[config.mk]
export PLATFORM = sky130hd
export DESIGN_NAME = branch_predictor
export DESIGN_NICKNAME = d
export VERILOG_FILES = /design/src/rtl/branch_predictor_pkg.sv /design/src/rtl/bp_table.sv /design/src/rtl/branch_predictor.sv
export SDC_FILE = /design/constraint.sdc
export NUM_CORES = 2
export LEC_CHECK = 0
export CORE_ASPECT_RATIO = 1.5
export CORE_MARGIN = 10
export CORE_UTILIZATION = 45
export CTS_CLUSTER_DIAMETER = 30
export DETAILED_ROUTE_END_ITERATION = 6
export SLEW_MARGIN = 20
export SYNTH_ARGS = -nofsm -noshare
export SYNTH_HDL_FRONTEND = slang
export SYNTH_SLANG_ARGS = --single-unit
[constraint.sdc]
create_clock -name clk -period 11.8 [get_ports clk]
set_clock_uncertainty 0.2 [all_clocks]
set_input_delay 2.95 -clock clk [delete_from_list [all_inputs] [get_ports clk]]
set_output_delay 2.95 -clock clk [all_outputs]
set_load 0.01 [all_outputs]
[src/rtl/branch_predictor_pkg.sv]
// Shared types and constants for the branch target buffer and direction predictor.
package branch_predictor_pkg;

  // Comparator operation carried with an EX-stage instruction.
  typedef enum logic [2:0] {
    CMP_NO,
    CMP_EQ,
    CMP_NE,
    CMP_LT,
    CMP_GE,
    CMP_LTU,
    CMP_GEU
  } cmp_op_enum;

  // Tags are stored zero-extended to this width so the entry type stays fixed.
  localparam int unsigned BP_TAG_MAX_W = 32;

  localparam logic [1:0] BP_CTR_WT  = 2'd2;
  localparam logic [1:0] BP_CTR_ST  = 2'd3;
  localparam logic [1:0] BP_CTR_RST = 2'd1;

  typedef struct packed {
    logic                    valid;
    logic [BP_TAG_MAX_W-1:0] tag;
    logic [63:0]             target;
    logic [1:0]              ctr;
  } bp_entry_t;

endpackage

[src/rtl/bp_table.sv]
// Direct-mapped entry array: two combinational read ports, one synchronous write port.
// Reset clears valid bits and parks every counter at weakly not-taken.
module bp_table
  import branch_predictor_pkg::*;
#(
  parameter int unsigned ENTRIES = 16,
  localparam int unsigned IDX_W  = $clog2(ENTRIES)
) (
  input  logic             clk,
  input  logic             rstn,
  input  logic [IDX_W-1:0] rd_a_idx,
  output bp_entry_t        rd_a_entry,
  input  logic [IDX_W-1:0] rd_b_idx,
  output bp_entry_t        rd_b_entry,
  input  logic             we,
  input  logic [IDX_W-1:0] wr_idx,
  input  bp_entry_t        wr_entry
);

  bp_entry_t mem_q [ENTRIES];

  // Reset wins over a write in the same cycle; tags and targets stay as they were.
  always_ff @(posedge clk) begin
    if (!rstn) begin
      for (int i = 0; i < int'(ENTRIES); i++) begin
        mem_q[i].valid <= 1'b0;
        mem_q[i].ctr   <= BP_CTR_RST;
      end
    end else if (we) begin
      mem_q[wr_idx] <= wr_entry;
    end
  end

  always_comb begin
    rd_a_entry = mem_q[rd_a_idx];
    rd_b_entry = mem_q[rd_b_idx];
  end

endmodule

[src/rtl/branch_predictor.sv]
// Direct-mapped BTB with 2-bit direction counters: same-cycle fetch prediction,
// EX-stage resolution with combinational redirect, next-edge training and stats.
module branch_predictor
  import branch_predictor_pkg::*;
#(
  parameter int unsigned ENTRIES = 16,
  parameter int unsigned TAG_W   = 8
) (
  input  logic        clk,
  input  logic        rstn,
  input  logic [63:0] if_pc,
  output logic        pred_taken,
  output logic [63:0] pred_target,
  input  logic        ex_valid,
  input  logic        ex_is_branch,
  input  logic        ex_is_jal,
  input  cmp_op_enum  ex_cmp_op,
  input  logic        ex_cmp_res,
  input  logic [63:0] ex_pc,
  input  logic [63:0] ex_target,
  input  logic        ex_pred_taken,
  input  logic [63:0] ex_pred_target,
  output logic        redirect,
  output logic [63:0] redirect_pc,
  output logic [31:0] br_cnt,
  output logic [31:0] miss_cnt
);

  localparam int unsigned IDX_W = $clog2(ENTRIES);

  function automatic logic [1:0] ctr_next(input logic [1:0] ctr, input logic taken);
    if (taken) begin
      return (ctr == BP_CTR_ST) ? ctr : ctr + 2'd1;
    end
    return (ctr == 2'd0) ? ctr : ctr - 2'd1;
  endfunction

  logic [IDX_W-1:0] if_idx, ex_idx;
  logic [TAG_W-1:0] if_tag, ex_tag;
  bp_entry_t        if_entry, ex_entry, wr_entry;
  logic             if_hit, ex_hit, we;
  logic             resolve, taken;
  logic [63:0]      act_pc;
  logic [31:0]      br_cnt_q, miss_cnt_q;

  assign if_idx = if_pc[IDX_W+1:2];
  assign if_tag = if_pc[IDX_W+TAG_W+1:IDX_W+2];
  assign ex_idx = ex_pc[IDX_W+1:2];
  assign ex_tag = ex_pc[IDX_W+TAG_W+1:IDX_W+2];

  bp_table #(
    .ENTRIES(ENTRIES)
  ) u_table (
    .clk       (clk),
    .rstn      (rstn),
    .rd_a_idx  (if_idx),
    .rd_a_entry(if_entry),
    .rd_b_idx  (ex_idx),
    .rd_b_entry(ex_entry),
    .we        (we),
    .wr_idx    (ex_idx),
    .wr_entry  (wr_entry)
  );

  // Fetch lookup; gated by rstn so nothing stale leaks out while reset is held.
  always_comb begin
    if_hit      = if_entry.valid && (if_entry.tag == BP_TAG_MAX_W'(if_tag));
    pred_taken  = rstn && if_hit && if_entry.ctr[1];
    pred_target = pred_taken ? if_entry.target : if_pc + 64'd4;
  end

  // A conditional branch with no comparator op is not a control transfer.
  always_comb begin
    resolve     = ex_valid && (ex_is_jal || (ex_is_branch && (ex_cmp_op != CMP_NO)));
    taken       = ex_is_jal || ex_cmp_res;
    act_pc      = taken ? ex_target : ex_pc + 64'd4;
    redirect    = resolve &&
                  ((taken != ex_pred_taken) || (taken && (ex_pred_target != ex_target)));
    redirect_pc = act_pc;
  end

  always_comb begin
    ex_hit   = ex_entry.valid && (ex_entry.tag == BP_TAG_MAX_W'(ex_tag));
    we       = 1'b0;
    wr_entry = ex_entry;
    if (resolve) begin
      if (ex_hit) begin
        we = 1'b1;
        if (ex_is_jal) begin
          wr_entry.ctr    = BP_CTR_ST;
          wr_entry.target = ex_target;
        end else begin
          wr_entry.ctr = ctr_next(ex_entry.ctr, taken);
          if (taken) begin
            wr_entry.target = ex_target;
          end
        end
      end else if (taken) begin
        we              = 1'b1;
        wr_entry.valid  = 1'b1;
        wr_entry.tag    = BP_TAG_MAX_W'(ex_tag);
        wr_entry.target = ex_target;
        wr_entry.ctr    = ex_is_jal ? BP_CTR_ST : BP_CTR_WT;
      end
    end
  end

  always_ff @(posedge clk) begin
    if (!rstn) begin
      br_cnt_q   <= '0;
      miss_cnt_q <= '0;
    end else begin
      if (resolve) begin
        br_cnt_q <= br_cnt_q + 32'd1;
      end
      if (redirect) begin
        miss_cnt_q <= miss_cnt_q + 32'd1;
      end
    end
  end

  assign br_cnt   = rstn ? br_cnt_q : '0;
  assign miss_cnt = rstn ? miss_cnt_q : '0;

endmodule

==> metrics.txt <==
Tightest Hold Check Type reg -> reg; Setup TNS 0 ps; die area 192000 µm²; top_reg_cell synth edfxtp_1; DRC errors left 0; TritonCTS clock tree yes; Data arrival, critical path 7500 ps; die height 532 µm; Finished Cell Area 96000 µm²; row count 187; drt wl/cell 36.4 µm; Final setup viols 0; synth warn 0; CP max-delay cell clkdlybuf4s50_1; # port buffers 459; placer's final routability congestion estimate 1.03; reg-to-reg slack, setup 6120 ps; kind of critical path in -> out; achievable clock frequency 0.0939 GHz; CTS H-tree lvls 5; Post-synth ARST share 0; Post-CTS Setup Bufs 0; via count 48200; final hold slack 288 ps; Buf+Inv Stages, Crit Path 4; fin crit share 0.903; Worst Setup Start Kind input pin; status completed; Unique masters post-synth 64; top cell family by delay on the critical path simple AND/OR/NAND/NOR gates; minimum clock period 10650 ps; CP cell instances clkdlybuf4s50_1, and4_1, and3_1, nand3_1, buf_4, nor4_2, buf_4, nand3_1, nor2b_1, xor2_1, mux2_1, clkdlybuf4s50_1; # Max-Cap Violations 0; synthesis-to-finish area growth 22.1%; crit path capture type output pin; max-slew violations 0; Cell Pwr Density 166 nW/µm²; dpl hpwl 175000 µm; post-CTS sizing 0; Syn Inst Count 4304; Worst-path clk slew 60 ps; Critical Path RT 8650 ps; worst vdd rail ir drop 0.000149 V; Cell Area, Placed 86600 µm²; cts hold-fix bufs 0; Synth Net Count 4577; crit-path max FO 7; slowest stage delay, CP 720 ps; Max transition margin 0.166; via count of the first global-routing pass 50300; largest net degree at the start of global routing 121; Leak 30.5 nW; commonest non-fill, non-tap cell in the layout edfxtp_1; TritonRoute pass-1 iters 5; commonest non-fill, non-tap cells in the layout edfxtp_1, mux4_2, clkdlybuf4s50_1; nets 5195; Starting Density 0.453; CTS Root Cell clkbuf_16; Core Box Area 173000 µm²; io pins 460; Fin. Hold Viols 0; initial antenna violation count 23; die span in x 361 µm; vias per std cell 6.50; Clk Latency, worst-skew pair 910 ps; CTS Buf Count 286; global-route wire length before repair 378000 µm; GRT overflow 0; unrepaired setup endpoints after global routing false; register area share after synthesis 0.620; synthesized cell area 78600 µm²; Syn Area/Cell 18.3 µm²; Antenna Nets Post-Route 0; gr usage total 0.277; Initial DRC Count 5409; total wire length 270000 µm; clock sink count 1648; CTS max path bufs 4; worst slew pin tran 1240 ps; share of post-route cells with drive strength above 1 0.307; number of synthesized flops with an enable pin 1568; #FFs+latches synth 1648
worst min-delay path, stage by stage (launching register included):
cell	delay [ps]
dfxtp_1	340
nand2_1	50
o21ai_0	60
sequential cells by signal, indices dropped and copies added, names as in the netlist:
name           cells
br_cnt_q          32
miss_cnt_q        32
u_table.mem_q   1584
power by group:
part / switching (mW) / total, mW / internal [mW]
registers: 0.0165 / 6.59 / 6.57
logic: 0.790 / 1.34 / 0.553
clock network: 2.88 / 8.01 / 5.13
cells in the mapped netlist (9+ instances only):
cell type  count  share of area
a21boi_0      14         0.0013
a21oi_1       10        0.00064
a22o_1        23         0.0026
a22oi_1       18         0.0017
a41oi_1        9         0.0010
and2_1       117         0.0093
and3_1        36         0.0029
and4_1        15         0.0017
buf_1         54         0.0026
buf_2         60         0.0038
buf_4         15         0.0014
buf_6         10         0.0014
clkbuf_1     138         0.0066
dfxtp_1       80          0.020
edfxtp_1    1568           0.60
inv_1         42         0.0020
mux2_1        29         0.0042
mux2_2        98          0.014
mux2i_1        9         0.0011
mux4_2       826           0.24
nand2_1      223          0.011
nand2b_1      10        0.00080
nand3_1       96         0.0061
nand4_1       82         0.0065
nor2_1        92         0.0044
nor2b_1       22         0.0018
nor3_1        59         0.0038
nor4_1        94         0.0075
o21ai_0      131         0.0083
or3_1         16         0.0013
xnor2_1      147          0.016
xor2_1        81         0.0090
metal layers:
metal  share of wire  track usage
met5         0.00017            0
met1            0.37        0.344
met2            0.49        0.457
met4           0.054        0.132
met3           0.085       0.0619
final timing paths:
check                        startpoint               endpoint  cells after the start
setup / recovery              if_pc[10]        pred_target[58]                     12
hold / removal    u_table.mem_q[11][98]  u_table.mem_q[11][98]                      2
setup reg to reg  u_table.mem_q[14][84]   u_table.mem_q[13][9]                      9
hold reg to reg   u_table.mem_q[11][98]  u_table.mem_q[11][98]                      2
kinds of logic (layout without fill, tap and decap cells):
| group | count (synthesis) | in the layout | share of synthesized area |
|---|---|---|---|
| flops | 1648 | 1648 | 0.620 |
| fa+ha+maj | 8 | 8 | 0.00124 |
| mux | 962 | 962 | 0.256 |
| compound gates | 248 | 248 | 0.0200 |
| other cells | 0 | 11 | 0 |
| xor+xnor | 228 | 228 | 0.0254 |
| buf+inv | 319 | 1144 | 0.0179 |
| simple gates | 891 | 891 | 0.0598 |
cell type report:
class                   count  area (µm²)
repair buffers            607        6220
diodes                     11        27.5
inverters                  42         158
fillers                 13400       77400
clock buffers             314        7410
clock inverters           181        1890
flip-flops and latches   1648       48700
well taps                2268        2840
multi-input cells        2337       28700
through the flow:
stage | power (mW) | util | setup slack [ps] | instances
after floorplan | 7.44 | - | 1390 | 4304
after global placement | 8.03 | 0.499 | 1170 | 6902
after detailed placement | 8.04 | 0.500 | 1170 | 6902
after CTS | 16.0 | 0.553 | 1150 | 7397
after global routing | 16.4 | 0.553 | 1090 | 7400
final | 15.9 | 0.553 | 1150 | 7408
(Power assumes the default switching activity.)
